===== config.mk =====
export PLATFORM = sky130hd
export DESIGN_NAME = ahb_slave_decode_ctrl
export DESIGN_NICKNAME = d
export VERILOG_FILES = /design/src/rtl/ahb_slave_decode_ctrl.sv
export SDC_FILE = /design/constraint.sdc
export NUM_CORES = 1
export LEC_CHECK = 0
export BUFFER_PORTS_ARGS = -buffer_cell sky130_fd_sc_hd__buf_2
export CAP_MARGIN = 20
export CORE_MARGIN = 2
export CORE_UTILIZATION = 50
export DETAILED_ROUTE_END_ITERATION = 7
export PLACE_DENSITY = 0.81
export SETUP_SLACK_MARGIN = 0.4
export SLEW_MARGIN = 20
export SYNTH_ARGS = -nofsm -noshare
export SYNTH_HDL_FRONTEND = slang
export SYNTH_SLANG_ARGS = --single-unit

===== constraint.sdc =====
create_clock -name clk_i -period 2.9 [get_ports clk_i]
set_input_delay 0.725 -clock clk_i [delete_from_list [all_inputs] [get_ports clk_i]]
set_output_delay 0.725 -clock clk_i [all_outputs]
set_load 0.02 [all_outputs]

===== src/rtl/ahb_slave_decode_ctrl.sv =====
// ----------------------------------------------------------------------------
// ahb_slave_decode_ctrl
//
// Registered address-phase decoder and response controller for an AHB-Lite
// slave. Each accepted address phase (hsel & htrans[1] & hready) is classified
// against the slave register map. Legal transfers produce a one-cycle request
// strobe (req_valid_o) in the data phase, together with the target code,
// direction and byte lanes. Illegal transfers get the two-cycle AHB ERROR
// response (hreadyout low + hresp high, then hreadyout high + hresp high).
//
// Ports
//   clk_i             clock
//   rst_i             synchronous active-high reset
//   hsel_i            slave select
//   haddr_i           transfer address (ADDR_W bits)
//   hsize_i           transfer size: 0 byte, 1 halfword, 2 word
//   htrans_i          transfer type; bit 1 set means NONSEQ/SEQ
//   hwrite_i          1 = write
//   hready_i          bus ready (normally tied to hreadyout_o)
//   hreadyout_o       slave ready
//   hresp_o           1 = ERROR
//   req_valid_o       one-cycle request strobe for a legal transfer
//   req_write_o       direction qualifier for req_valid_o
//   value_location_o  decoded target code (15 = none)
//   byte_en_o         data-bus byte lanes used by the transfer
//
// All outputs come straight from flops; nothing on the input side reaches an
// output without passing through a register.
// ----------------------------------------------------------------------------
module ahb_slave_decode_ctrl #(
  parameter int unsigned ADDR_W       = 4,
  parameter int unsigned STATUS_ADDR  = 4,
  parameter int unsigned ERROR_ADDR   = 6,
  parameter int unsigned OCCUP_ADDR   = 8,
  parameter int unsigned TXCTRL_ADDR  = 12,
  parameter int unsigned FLUSH_ADDR   = 13,
  parameter bit          RO_WRITE_ERR = 1'b1
) (
  input  logic              clk_i,
  input  logic              rst_i,
  input  logic              hsel_i,
  input  logic [ADDR_W-1:0] haddr_i,
  input  logic [2:0]        hsize_i,
  input  logic [1:0]        htrans_i,
  input  logic              hwrite_i,
  input  logic              hready_i,
  output logic              hreadyout_o,
  output logic              hresp_o,
  output logic              req_valid_o,
  output logic              req_write_o,
  output logic [3:0]        value_location_o,
  output logic [3:0]        byte_en_o
);

  // Target codes
  localparam logic [3:0] LOC_BUFFER4      = 4'd0;
  localparam logic [3:0] LOC_BUFFER2      = 4'd2;
  localparam logic [3:0] LOC_BUFFER1      = 4'd3;
  localparam logic [3:0] LOC_STATUS       = 4'd4;
  localparam logic [3:0] LOC_STATUS_LOWER = 4'd5;
  localparam logic [3:0] LOC_STATUS_UPPER = 4'd6;
  localparam logic [3:0] LOC_ERROR        = 4'd7;
  localparam logic [3:0] LOC_ERROR_LOWER  = 4'd8;
  localparam logic [3:0] LOC_ERROR_UPPER  = 4'd9;
  localparam logic [3:0] LOC_TX_CONTROL   = 4'd10;
  localparam logic [3:0] LOC_FLUSH_BUFFER = 4'd11;
  localparam logic [3:0] LOC_BUFFER_OCCUP = 4'd12;
  localparam logic [3:0] LOC_NONE         = 4'd15;

  // Register addresses resized to the bus width for direct comparison
  localparam logic [ADDR_W-1:0] STATUS_LO_A = ADDR_W'(STATUS_ADDR);
  localparam logic [ADDR_W-1:0] STATUS_HI_A = ADDR_W'(STATUS_ADDR + 1);
  localparam logic [ADDR_W-1:0] ERROR_LO_A  = ADDR_W'(ERROR_ADDR);
  localparam logic [ADDR_W-1:0] ERROR_HI_A  = ADDR_W'(ERROR_ADDR + 1);
  localparam logic [ADDR_W-1:0] OCCUP_A     = ADDR_W'(OCCUP_ADDR);
  localparam logic [ADDR_W-1:0] TXCTRL_A    = ADDR_W'(TXCTRL_ADDR);
  localparam logic [ADDR_W-1:0] FLUSH_A     = ADDR_W'(FLUSH_ADDR);

  localparam logic [2:0] SIZE_BYTE = 3'd0;
  localparam logic [2:0] SIZE_HALF = 3'd1;
  localparam logic [2:0] SIZE_WORD = 3'd2;

  typedef enum logic [1:0] {
    ST_IDLE = 2'd0,
    ST_ERR1 = 2'd1,
    ST_ERR2 = 2'd2
  } state_t;

  state_t      state_q;
  logic        hreadyout_q;
  logic        hresp_q;
  logic        req_valid_q;
  logic        req_write_q;
  logic [3:0]  loc_q;
  logic [3:0]  byte_en_q;

  // Decode results for the address phase currently on the bus
  logic        accept_s;
  logic        aligned_d;
  logic [3:0]  lanes_d;
  logic [3:0]  loc_d;
  logic        ro_d;
  logic        legal_d;
  logic        write_d;

  // htrans[0] only distinguishes SEQ from NONSEQ, which this slave treats alike
  logic        htrans_unused;
  assign htrans_unused = htrans_i[0];

  assign accept_s = hsel_i & htrans_i[1] & hready_i;

  // Byte lanes and natural alignment from size and the low address bits
  always_comb begin
    lanes_d   = 4'b0000;
    aligned_d = 1'b0;
    case (hsize_i)
      SIZE_BYTE: begin
        lanes_d   = 4'b0001 << haddr_i[1:0];
        aligned_d = 1'b1;
      end
      SIZE_HALF: begin
        lanes_d   = haddr_i[1] ? 4'b1100 : 4'b0011;
        aligned_d = ~haddr_i[0];
      end
      SIZE_WORD: begin
        lanes_d   = 4'b1111;
        aligned_d = (haddr_i[1:0] == 2'b00);
      end
      default: begin
        lanes_d   = 4'b0000;
        aligned_d = 1'b0;
      end
    endcase
  end

  // Register-map lookup; a size the target does not support yields LOC_NONE
  always_comb begin
    loc_d = LOC_NONE;
    ro_d  = 1'b0;
    if (haddr_i[ADDR_W-1:2] == '0) begin
      // Buffer window: the code encodes the access width
      case (hsize_i)
        SIZE_WORD: loc_d = LOC_BUFFER4;
        SIZE_HALF: loc_d = LOC_BUFFER2;
        SIZE_BYTE: loc_d = LOC_BUFFER1;
        default:   loc_d = LOC_NONE;
      endcase
    end else if (haddr_i == STATUS_LO_A) begin
      case (hsize_i)
        SIZE_HALF: loc_d = LOC_STATUS;
        SIZE_BYTE: loc_d = LOC_STATUS_LOWER;
        default:   loc_d = LOC_NONE;
      endcase
    end else if (haddr_i == STATUS_HI_A) begin
      if (hsize_i == SIZE_BYTE) begin
        loc_d = LOC_STATUS_UPPER;
      end else begin
        loc_d = LOC_NONE;
      end
    end else if (haddr_i == ERROR_LO_A) begin
      ro_d = 1'b1;
      case (hsize_i)
        SIZE_HALF: loc_d = LOC_ERROR;
        SIZE_BYTE: loc_d = LOC_ERROR_LOWER;
        default:   loc_d = LOC_NONE;
      endcase
    end else if (haddr_i == ERROR_HI_A) begin
      ro_d = 1'b1;
      if (hsize_i == SIZE_BYTE) begin
        loc_d = LOC_ERROR_UPPER;
      end else begin
        loc_d = LOC_NONE;
      end
    end else if (haddr_i == OCCUP_A) begin
      // Single-byte register: wider accesses would spill into unmapped bytes
      ro_d = 1'b1;
      if (hsize_i == SIZE_BYTE) begin
        loc_d = LOC_BUFFER_OCCUP;
      end else begin
        loc_d = LOC_NONE;
      end
    end else if (haddr_i == TXCTRL_A) begin
      if (hsize_i == SIZE_BYTE) begin
        loc_d = LOC_TX_CONTROL;
      end else begin
        loc_d = LOC_NONE;
      end
    end else if (haddr_i == FLUSH_A) begin
      if (hsize_i == SIZE_BYTE) begin
        loc_d = LOC_FLUSH_BUFFER;
      end else begin
        loc_d = LOC_NONE;
      end
    end else begin
      loc_d = LOC_NONE;
    end
  end

  // Final legality and effective direction; accepted RO writes become reads
  always_comb begin
    legal_d = (loc_d != LOC_NONE) && aligned_d &&
              !(ro_d && hwrite_i && RO_WRITE_ERR);
    if (ro_d) begin
      write_d = 1'b0;
    end else begin
      write_d = hwrite_i;
    end
  end

  // Response FSM with registered data-phase outputs
  always_ff @(posedge clk_i) begin
    if (rst_i) begin
      state_q     <= ST_IDLE;
      hreadyout_q <= 1'b1;
      hresp_q     <= 1'b0;
      req_valid_q <= 1'b0;
      req_write_q <= 1'b0;
      loc_q       <= LOC_NONE;
      byte_en_q   <= 4'b0000;
    end else begin
      // Quiet OKAY data phase unless a branch below says otherwise
      hreadyout_q <= 1'b1;
      hresp_q     <= 1'b0;
      req_valid_q <= 1'b0;
      req_write_q <= 1'b0;
      loc_q       <= LOC_NONE;
      byte_en_q   <= 4'b0000;
      case (state_q)
        ST_ERR1: begin
          // Second ERROR cycle: ready again so the master can move on
          state_q <= ST_ERR2;
          hresp_q <= 1'b1;
        end
        ST_IDLE, ST_ERR2: begin
          // The edge ending ERR2 is a normal address-phase edge
          if (accept_s && legal_d) begin
            state_q     <= ST_IDLE;
            req_valid_q <= 1'b1;
            req_write_q <= write_d;
            loc_q       <= loc_d;
            byte_en_q   <= lanes_d;
          end else if (accept_s) begin
            state_q     <= ST_ERR1;
            hreadyout_q <= 1'b0;
            hresp_q     <= 1'b1;
          end else begin
            state_q <= ST_IDLE;
          end
        end
        default: begin
          state_q <= ST_IDLE;
        end
      endcase
    end
  end

  assign hreadyout_o      = hreadyout_q;
  assign hresp_o          = hresp_q;
  assign req_valid_o      = req_valid_q;
  assign req_write_o      = req_write_q;
  assign value_location_o = loc_q;
  assign byte_en_o        = byte_en_q;

endmodule


After elaboration in Yosys (flattened, before gate mapping)
Cells that the tools add are included.
- register bits: 14
- output and inout port bits: 12
- equal/unequal tests: 12
- shifts and indexed selects: 1
- muxes and demuxes: 33
- bitwise logic cells: 5
- reduce and logical (&&, ||, !) cells: 14
- operators with widths (cell ; number):
    2-to-1 mux 4 bit ; 10
    one-hot mux 4 bit (3 select lines) ; 2
    == test 4 x 3 -> 1 bit (second input constant) ; 4
    one-hot mux 4 bit (2 select lines) ; 2
    == test 4 bit (second input constant) ; 3
    2-to-1 mux 1 bit ; 12
    2-to-1 mux 3 bit ; 3
    zero test 2 bit ; 3
    OR reduction 3 bit ; 2
    logical AND 1 bit ; 4
    != test 4 bit (second input constant) ; 1
    one-hot mux 2 bit (2 select lines) ; 1
    OR reduction 2 bit ; 2
    OR reduction 4 bit ; 1
    left shift 1 x 2 -> 4 bit (first input constant) ; 1
    == test 3 x 1 -> 1 bit (second input constant) ; 1
    == test 3 x 2 -> 1 bit (second input constant) ; 1
    zero test 3 bit ; 1
    inverter 1 bit ; 3
    one-hot mux 1 bit (3 select lines) ; 1
    AND 1 bit ; 2
    == test 2 x 1 -> 1 bit (second input constant) ; 1
    == test 2 bit (second input constant) ; 1
    2-to-1 mux 2 bit ; 1
    other kinds (2) ; 2

Depth between registers and ports, before layout
Gate-level depths: netlist (run 1).
- word-level depth: 16
- mapped depth: 6
- mapped depth without buffers: 5

Worst setup path before layout (run 1)
No wires, ideal clock.
- kind: input-to-reg
- start: input haddr_i[0]
- end: register hreadyout_q, in the netlist hreadyout_o
- library setup time: 125 ps
- arrival time: 1789 ps
- data required time: 2775 ps
- slack: 986 ps
- cell stages on the path: 5
- buffers on the path: 1
- cell sequence: buf_6 or3b_4 o2bb2ai_2 a211oi_1 a21o_2
- longest elaborated chain between the ends: 14
- elaborated cells between the ends (all ways): 31
- classes of those cells: eq/ne (8); mux (15); bitwise (1); reduce/logical (7)
- ends and longest elaborated chain (what ; RTL line ; RTL):
    start, declared ; 42 ; input logic [ADDR_W-1:0] haddr_i,
    == test 4 bit ; 188 ; end else if (haddr_i == FLUSH_A) begin
    2-to-1 mux 4 bit ; 188 ;
    2-to-1 mux 4 bit ; 182 ; end else if (haddr_i == TXCTRL_A) begin
    2-to-1 mux 4 bit ; 174 ; end else if (haddr_i == OCCUP_A) begin
    2-to-1 mux 4 bit ; 167 ; end else if (haddr_i == ERROR_HI_A) begin
    2-to-1 mux 4 bit ; 160 ; end else if (haddr_i == ERROR_LO_A) begin
    2-to-1 mux 4 bit ; 154 ; end else if (haddr_i == STATUS_HI_A) begin
    2-to-1 mux 4 bit ; 148 ; end else if (haddr_i == STATUS_LO_A) begin
    2-to-1 mux 4 bit ; 140 ; if (haddr_i[ADDR_W-1:2] == '0) begin
    != test 4 bit ; 201 ; legal_d = (loc_d != LOC_NONE) && aligned_d &&
    logical AND 1 bit ; 201 ;
    logical AND 1 bit (*) ; 201 ;
    logical AND 1 bit (*) ; 236 ; if (accept_s && legal_d) begin
    OR reduction 3 bit (no source line) (*) ; -- ;
    end signal, assigned ; 214 ; hreadyout_q <= 1'b1;
    end signal, assigned ; 222 ; hreadyout_q <= 1'b1;
    end signal, assigned ; 244 ; hreadyout_q <= 1'b0;
    end, declared ; 90 ; logic hreadyout_q;
Mark *: on every way between the ends. The rest lies on a longest branch, timed or not.
A chain may end at the register's enable or synchronous reset.

Final worst setup path (run 1)
- start: input haddr_i[2]
- end: register byte_en_q[1], in the netlist byte_en_o[1]
- longest elaborated chain between the ends: 15
- elaborated cells between the ends (all ways): 30
- classes of those cells: eq/ne (8); mux (14); bitwise (1); reduce/logical (7)
- ends and longest elaborated chain (what ; RTL line ; RTL):
    == test 4 bit ; 188 ;
    2-to-1 mux 4 bit ; 188 ;
    2-to-1 mux 4 bit ; 182 ;
    2-to-1 mux 4 bit ; 174 ;
    2-to-1 mux 4 bit ; 167 ;
    2-to-1 mux 4 bit ; 160 ;
    2-to-1 mux 4 bit ; 154 ;
    2-to-1 mux 4 bit ; 148 ;
    2-to-1 mux 4 bit ; 140 ;
    != test 4 bit ; 201 ;
    logical AND 1 bit ; 201 ;
    logical AND 1 bit (*) ; 201 ;
    logical AND 1 bit (*) ; 236 ;
    inverter 1 bit (no source line) (*) ; -- ;
    OR reduction 3 bit (no source line) (*) ; -- ;
    end signal, assigned ; 241 ; byte_en_q <= lanes_d;
    end, declared ; 95 ; logic [3:0] byte_en_q;
Marked as above.

==> results of run 1 <==
[path summary, 6_finish.rpt]
kind,startpoint,endpoint,slack [ps],cells past startpoint
max reg2reg,state_q[0],byte_en_o[1],1440,5
max,haddr_i[2],byte_en_o[1],1040,6
min reg2reg,state_q[1],state_q[1],410,1
min,state_q[1],state_q[1],410,1
[cell usage after synthesis, drive strengths merged]
library cell / n
a2111oi: 1
a211oi: 1
a21boi: 1
a21o: 1
a21oi: 8
a22oi: 1
a32oi: 1
buf: 3
clkbuf: 2
dfxtp: 14
inv: 7
nand2: 6
nand2b: 2
nand4: 2
nor2: 8
nor2b: 1
nor3: 2
nor3b: 2
nor4b: 1
o211ai: 1
o21ai: 10
o221ai: 1
o2bb2ai: 1
o41ai: 1
or3: 1
or3b: 1
xor2: 2
[power groups by stage]
stage / Clock [uW] / Sequential, uW / Combinational (uW)
4_1_cts: 137 / 195 / 57.0
5_1_grt: 146 / 195 / 64.1
3_5_place_dp: 0 / 199 / 56.9
6_report: 137 / 194 / 58.3
2_1_floorplan: 0 / 201 / 39.1
3_3_place_gp: 0 / 199 / 55.0
[routing by layer]
metal  GRT usage  wire (um)  vias up
met1      0.2201        594      306
met2      0.3094        755       41
met4     0.05806         15        0
met3     0.02174        130        2
li1            -          -      333
met5           0          0        -
[cell families after synthesis]
kind of cell / count (synthesis)
xor gates and xnor gates: 2
DFF: 14
and+or+nand+nor: 26
buffers and inverters: 12
AOI/OAI and AO/OA: 28
[cell type report]
cell class	count	area share
well taps	15	0.02216
inverters	7	0.03102
multi-input cells	56	0.4313
clock buffers	4	0.04284
flip-flops and latches	14	0.3309
repair buffers	24	0.1418
[sequential cells by signal, summed over array words and instances, names as in the netlist]
name,flops
req_write_o,1
state_q,2
hreadyout_o,1
hresp_o,1
byte_en_o,4
req_valid_o,1
value_location_o,4
[per-stage QoR]
step	utilization	setup WS [ps]	hold WS, ps
4_1_cts	0.6429	1053	414.1
2_1_floorplan	-	986.3	378.5
6_report	0.6429	1037	410.5
3_5_place_dp	0.6154	766.3	409.8
3_3_place_gp	0.6154	828.6	390.3
5_1_grt	0.6429	931.8	421.1
==> flow_summary.json, run 1 <==
{
  "fin_skew_ps": 8.309,
  "yosysTopAreaCell": "dfxtp_1",
  "yosysSeqAreaShare": 0.3965,
  "synth.distinct_cells": 33,
  "fillers": 116,
  "yosys-mux-area-fraction": 0,
  "grt_pass1_wl_mm": 2.435,
  "path_clk_slew_ps": 90,
  "syn_nets": 96,
  "synth_top_family_by_area": "compound AO/OA/AOI/OAI gates",
  "ant_nets": 0,
  "rsz0062_at_grt": "no",
  "fmax_mhz": 536.7,
  "crit_path_end_kind": "flip-flop",
  "synth_top_area_frac": 0.3965,
  "cts_buffers": 3,
  "cp_top_family": "compound AO/OA/AOI/OAI gates",
  "internal_power_uw": 291.4,
  "placed_area_um2": 810.8,
  "design_area_um2": 847.1,
  "hold_path_class": "reg2reg",
  "slowest_delay_ps": 480,
  "clk_path_buf_depth": 2,
  "tightest_slew_ps": 396.5,
  "fin_setup_tns_ps": 0,
  "ios": 26,
  "cts_resized": 0,
  "syn_inst": 82,
  "worst_path_max_delay_cell": "a2111oi_4",
  "critPathMaxFanout": 13,
  "synth.avg_cell_area_um2": 8.621,
  "p_seq_frac": 0.499,
  "cts_tree": "built",
  "p_clk_frac": 0.351,
  "die_w_um": 41.60,
  "p_switching_uw": 98.06,
  "antenna_cells": 0,
  "hpwl_mm": 1.145,
  "grt.overflow.total": 0,
  "drc_errors": 0,
  "drv_cap": 0,
  "coreArea_mm2": 0.001318,
  "synthAdderAreaFrac": 0,
  "finalHoldViolations": 0,
  "power_density_mw_per_mm2": 459.7,
  "fin_nets": 120,
  "cts_hold_buf": 0,
  "yosys.area_share.simple": 0.2053,
  "synth_area_leaders": "dfxtp_1 40%, o21ai_0 6.4%, a21oi_1 5.7%",
  "num_rows": 13,
  "antenna_found_initial": 0,
  "mostFrequentLayoutCells": "24 x buf_2, 14 x dfxtp_1, 9 x o21ai_0",
  "grt_usage": 0.1759,
  "worstSetupStartpointType": "input pin",
  "vias": 682,
  "maxSlewViolCount": 0,
  "drtPass1Iterations": 4,
  "outcome": "complete, no violations",
  "relSlewSlack": 0.7356,
  "gp_congestion": 0.8760,
  "syn_to_final_growth_pct": 19.82,
  "synth-xor-area-share": 0.02478,
  "switching_share": 0.2518,
  "worstPathCellList": "buf_2, nor2b_1, o2bb2ai_2, a2111oi_4, nand2_2, a21oi_1",
  "wl_mm": 1.495,
  "fp.dieArea_mm2": 0.001731,
  "initial_core_util": 0.5366,
  "arrival_ps": 2070,
  "ir_drop_v": 0.0001955,
  "final-seq-area_um2": 280.3,
  "synth_warnings": 0,
  "insertion_delay_ps": 270,
  "cts_root_buffer": "clkbuf_4",
  "p_leak_uw": 0.0003778,
  "portBuffers": 24,
  "die_height_um": 41.60,
  "period_needed_ps": 1863,
  "final_cells": 120,
  "setup_viol": 0,
  "finalCritPeriodShare": 0.6425,
  "finalPower_uw": 389.4,
  "p_comb_frac": 0.150,
  "dp.cells": 116,
  "syn-cell-area_um2": 706.9,
  "clock_sinks": 14,
  "synth_compound_area_frac": 0.2867,
  "ys_ff_latch": 14,
  "grt_start_max_net_pins": 15,
  "avgViaCountPerCell": 5.683,
  "post-cts-setup-buffers": 0,
  "final_common_cell": "buf_2",
  "critPathBufInv": 1,
  "worst_ep_required_time_ps": 3110,
  "drive_gt1_frac": 0.3619,
  "wl_per_cell_um": 12.46,
  "grt_pass1_vias": 586,
  "first_iter_violations": 20,
  "multi_input_area_um2": 365.4,
  "path_class": "in2reg",
  "htreeDepth": 1
}
Note: power is estimated with default switching activity, not from simulation.
==> run 2, diff against run 1 <==
CORE_UTILIZATION = 42   (was 50)
PLACE_DENSITY = 0.72   (was 0.81)
clock period = 1.7 ns   (was 2.9 ns; I/O delays follow)
==> flow_summary.json, run 2 (synthesis results as in run 1) <==
{
  "finalPower_uw": 698.1,
  "worstRegToRegCells": 5,
  "placed_area_um2": 889.6,
  "final_common_cell": "buf_2",
  "fin_setup_tns_ps": 0,
  "r2r_start": "state_q[0]",
  "first_iter_violations": 5,
  "rsz0062_at_grt": "yes",
  "post-place-ws_ps": 3.594,
  "die_height_um": 45.03,
  "clk_path_buf_depth": 2,
  "grt_start_max_net_pins": 12,
  "p_comb_frac": 0.205,
  "drv_cap": 0,
  "hpwl_mm": 1.128,
  "cts_tree": "built",
  "drtPass1Iterations": 3,
  "worstPathCellList": "buf_6, or3b_4, a21boi_4, o211ai_2, nand2_2, a21oi_1",
  "antenna_cells": 0,
  "internal_power_uw": 527.1,
  "hold_path_class": "in2reg",
  "slowest_delay_ps": 420,
  "avgViaCountPerCell": 5.188,
  "die_w_um": 45.03,
  "multi_input_area_um2": 426.7,
  "crit_path_end_kind": "flip-flop",
  "worst_ep_required_time_ps": 1900,
  "p_switching_uw": 171.0,
  "initial_core_util": 0.4586,
  "postLayoutCoreUtil": 0.6688,
  "clock_sinks": 14,
  "fin_skew_ps": 6.886,
  "cts_root_buffer": "clkbuf_4",
  "ir_drop_v": 0.0003684,
  "syn_to_final_growth_pct": 45.84,
  "critPathBufInv": 1,
  "critPathMaxFanout": 6,
  "cts_buffers": 3,
  "rr_endpoint": "byte_en_o[3]",
  "portBuffers": 24,
  "arrival_ps": 1580,
  "setup_viol": 0,
  "wl_per_cell_um": 11.55,
  "holdPathEnd": "state_q[1]",
  "relSlewSlack": 0.7519,
  "grt_usage": 0.1752,
  "grt_pass1_wl_mm": 2.580,
  "final-seq-area_um2": 280.3,
  "design_area_mm2": 0.001031,
  "fin_nets": 132,
  "coreArea_mm2": 0.001541,
  "finalHoldViolations": 0,
  "outcome": "complete, no violations",
  "drc_errors": 0,
  "power_density_mw_per_mm2": 677.2,
  "r2r_slack_ps": 410,
  "hold_path_startpoint": "rst_i",
  "worstSetupStartpointType": "input pin",
  "fp.dieArea_mm2": 0.002027,
  "ant_nets": 0,
  "num_rows": 14,
  "p_clk_frac": 0.321,
  "vias": 690,
  "mostFrequentLayoutCells": "21 x buf_2, 14 x dfxtp_1, 11 x buf_4",
  "fillers": 136,
  "p_leak_uw": 0.0004737,
  "ios": 26,
  "htreeDepth": 1,
  "fmax_mhz": 724.5,
  "grt.overflow.total": 0,
  "period_needed_ps": 1380,
  "path_class": "in2reg",
  "insertion_delay_ps": 270,
  "maxSlewViolCount": 0,
  "antenna_found_initial": 0,
  "switching_share": 0.2450,
  "wl_mm": 1.536,
  "worst_path_max_delay_cell": "or3b_4",
  "path_clk_slew_ps": 80,
  "finalCritPeriodShare": 0.8120,
  "grt_pass1_vias": 624,
  "gp_congestion": 0.8537,
  "tightest_slew_ps": 371.4,
  "setup_slack_ps": 319.7,
  "cp_top_family": "simple AND/OR/NAND/NOR gates",
  "p_seq_frac": 0.475,
  "holdPathStages": 2,
  "drive_gt1_frac": 0.4872
}
## run 2: cell types whose count changed in the layout (fill, tap and decap cells not counted), sizes merged
cell / change
buf: +12
## run 2: cell type report
type	count	area share
flip-flops and latches	14	0.2718
multi-input cells	56	0.4138
clock buffers	4	0.03519
inverters	7	0.02549
well taps	16	0.01942
repair buffers	36	0.2342
## run 2: worst reg2reg max path, cell delays in order, from the launching register on
cell and delay, ps:
dfxtp_1 310, nor2_1 90, nand4_1 170, a2111oi_4 340, nand2_2 160, a21oi_1 150
## run 2: timing repair
| item | in CTS | in global routing |
|---|---|---|
| pin swaps | 4 | 4 |
| hold buffers | 0 | 0 |
| setup buffers | 4 | 1 |
| setup endpoints to repair | 13 | 13 |
| resized for setup | 8 | 6 |
| hold endpoints to repair | 0 | 0 |
## run 2: how the worst max path moves through the flow
stage	start	to	slack, ps	cells past startpoint
6_report	haddr_i[0]	byte_en_o[3]	320	6
3_3_place_gp	haddr_i[2]	hresp_o	40	7
3_5_place_dp	haddr_i[3]	byte_en_o[3]	4	6
2_1_floorplan	haddr_i[0]	hresp_o	100	6
5_1_grt	state_q[0]	req_write_o	270	5
4_1_cts	haddr_i[0]	byte_en_o[3]	310	6
## run 2: metrics by stage
stage          hold WS (ps)  cells
2_1_floorplan         378.5     82
6_report              339.7    133
4_1_cts               331.7    132
5_1_grt               338.6    133
3_3_place_gp          387.5    124
3_5_place_dp          404.8    124
## run 2: power by group through the flow
stage | registers (uW) | logic, uW | clock network [uW]
final | 331 | 143 | 224
after global routing | 332 | 157 | 247
after CTS | 331 | 132 | 229
after detailed placement | 339 | 115 | 0
after global placement | 339 | 112 | 0
after floorplan | 342 | 72.3 | 0
## run 2: layer usage
layer	track usage	up-vias	wire (um)
met5	0	-	0
met4	0.1000	0	27
met3	0.04400	4	78
met2	0.2857	20	768
met1	0.2074	306	661
li1	-	360	-
==> run 3, diff against run 2 <==
ABC_AREA = 1   (was default)
CORE_UTILIZATION = 47   (was 42)
PLACE_DENSITY = 0.76   (was 0.72)
clock period = 1.3 ns   (was 1.7 ns; I/O delays follow)
==> flow_summary.json, run 3 <==
{
  "maxSlewViolCount": 0,
  "htreeDepth": 1,
  "hold_path_class": "in2reg",
  "hold_path_startpoint": "rst_i",
  "mostFrequentLayoutCells": "22 x buf_4, 19 x buf_6, 17 x nand2_1",
  "antenna_found_initial": 0,
  "path_clk_slew_ps": 80,
  "r2r_start": "state_q[0]",
  "die_height_um": 43.36,
  "setup_viol": 12,
  "coreArea_mm2": 0.001471,
  "clk_path_buf_depth": 2,
  "die_w_um": 43.36,
  "use_met1": 0.2519,
  "fillers": 51,
  "syn_nets": 124,
  "grt.overflow.total": 0,
  "rsz0062_at_grt": "yes",
  "async_flop_share": 0,
  "yosysMostFrequentCell": "nand2_1",
  "synth_warnings": 0,
  "outcome": "finished, violations left",
  "cts_tree": "built",
  "drc_errors": 0,
  "portBuffers": 24,
  "grtUsageMet3": 0.05000,
  "drive_gt1_frac": 0.6545,
  "crit_path_end_kind": "flip-flop",
  "worst_path_max_delay_cell": "nor2_2",
  "gr-max-usage-layer": "met2",
  "synth.distinct_cells": 19,
  "worstPathCellList": "buf_8, inv_2, nand2_1, nor2_2, nand2_2, nand3_2, nand2_1, nand2_2, nor2_4, nand2_4, buf_6, nand4_1",
  "fin_setup_tns_ps": -1071,
  "use_met2": 0.4478,
  "fin_nets": 180,
  "synth_area_leaders": "dfxtp_1 38%, nand2_1 13%, nor2_1 9.3%",
  "dp.cells": 167,
  "syn_to_final_growth_pct": 89.52,
  "synth.avg_cell_area_um2": 6.620,
  "multi_input_area_um2": 488.0,
  "synth_flop_cell": "dfxtp_1",
  "grt_usage": 0.2388,
  "post-place-ws_ps": -293.4,
  "final_cells": 181,
  "relSlewSlack": 0.7518,
  "finalCritPeriodShare": 1.129,
  "cts_root_buffer": "clkbuf_4",
  "yosys-top-cells-count": "25 x nand2_1, 18 x nor2_1, 17 x inv_1",
  "fmax_mhz": 681.5,
  "grt_pass1_wl_mm": 3.339,
  "slowest_delay_ps": 150,
  "ys_ff_latch": 14,
  "finalPower_uw": 1079,
  "fin_skew_ps": 1.458,
  "syn-cell-area_um2": 728.2,
  "worstSetupStartpointType": "input pin",
  "ir_drop_v": 0.0005630,
  "first_iter_violations": 89,
  "insertion_delay_ps": 280,
  "ios": 26,
  "ant_nets": 0,
  "wl_mm": 3.717,
  "hpwl_mm": 1.331,
  "tightest_slew_ps": 368.5,
  "p_leak_uw": 0.0006756,
  "syn_inst": 110,
  "crit_path_start": "haddr_i[1]",
  "arrival_ps": 1590,
  "yosysTopAreaCell": "dfxtp_1",
  "drv_cap": 0,
  "avgViaCountPerCell": 6.160,
  "finalHoldViolations": 0,
  "initial_core_util": 0.4949,
  "cts_buffers": 3,
  "clock_sinks": 14,
  "synth_edf_count": 0,
  "setup_slack_ps": -167.4,
  "fp.dieArea_mm2": 0.001880,
  "num_rows": 14,
  "synth_top_area_frac": 0.3849,
  "grt_pass1_vias": 815,
  "final_common_cell": "buf_4",
  "antenna_cells": 0,
  "path_class": "in2reg",
  "drtPass1Iterations": 5,
  "period_needed_ps": 1467,
  "worst_ep_required_time_ps": 1430,
  "final-seq-area_um2": 295.3,
  "cts_hold_buf": 0,
  "violations": "negative setup slack",
  "power_density_mw_per_mm2": 782.0,
  "grt_start_max_net_pins": 9,
  "vias": 1115,
  "critPathMaxFanout": 6,
  "gp_congestion": 0.8612,
  "wl_per_cell_um": 20.54,
  "yosysSeqAreaShare": 0.3849
}
run 3: changes by cell type after synthesis, sizes merged, moves of 3 or more:
| cell | previous run | this run |
|---|---|---|
| inv | 7 | 19 |
| o21ai | 10 | 5 |
| nand3 | 0 | 8 |
| nor2 | 8 | 21 |
| nand2 | 6 | 27 |
| nand4 | 2 | 5 |
run 3: cell type report:
| cell class | instances | area share |
|---|---|---|
| Timing Repair Buffer | 52 | 0.3364 |
| Multi-Input combinational cell | 76 | 0.3536 |
| Clock buffer | 4 | 0.02629 |
| Sequential cell | 14 | 0.2140 |
| Tap cell | 16 | 0.01451 |
| Inverter | 19 | 0.05530 |
run 3: logic make-up after synthesis:
kind of cell,synth area share
DFF,0.3849
and+or+nand+nor,0.4038
AOI/OAI and AO/OA,0.09794
buffers and inverters,0.1134
run 3: critical path, delay by kind of cell:
family / cells / cell delay, ps
and+or+nand+nor: 9 / 940
buffers and inverters: 3 / 320
run 3: path summary, 6_finish.rpt:
path	to	slack (ps)	cells past startpoint
setup / recovery	value_location_o[3]	-170	12
hold / removal	state_q[1]	260	2
setup reg to reg	byte_en_o[0]	40	5
hold reg to reg	state_q[1]	440	1
run 3: per-layer routing:
metal  vias to the layer above  share of wire
met4                         0          0.092
met3                        42          0.088
li1                        470              -
met2                       116           0.48
met1                       487           0.33
met5                         -              0
run 3: repair_timing:
| action | 4_1_cts | 5_1_grt |
|---|---|---|
| gates cloned | 0 | 0 |
| buffers inserted | 6 | 4 |
| setup endpoints to repair | 25 | 25 |
| resized for setup | 54 | 44 |
| pin swaps | 11 | 25 |
run 3: through the flow:
step | utilization | area (um^2) | hold WS, ps
2_1_floorplan | - | 732.0 | 385.2
3_3_place_gp | 0.6743 | 992.2 | 394.5
3_5_place_dp | 0.6743 | 992.2 | 404.5
4_1_cts | 0.8240 | 1212 | 222.6
5_1_grt | 0.9379 | 1380 | 232.1
6_report | 0.9379 | 1380 | 255.7
run 3: where the power goes:
part	internal, uW	switching [uW]	total, uW
registers	433	2.02	435
clock network	170	143	313
logic	148	183	331
total	751	328	1080
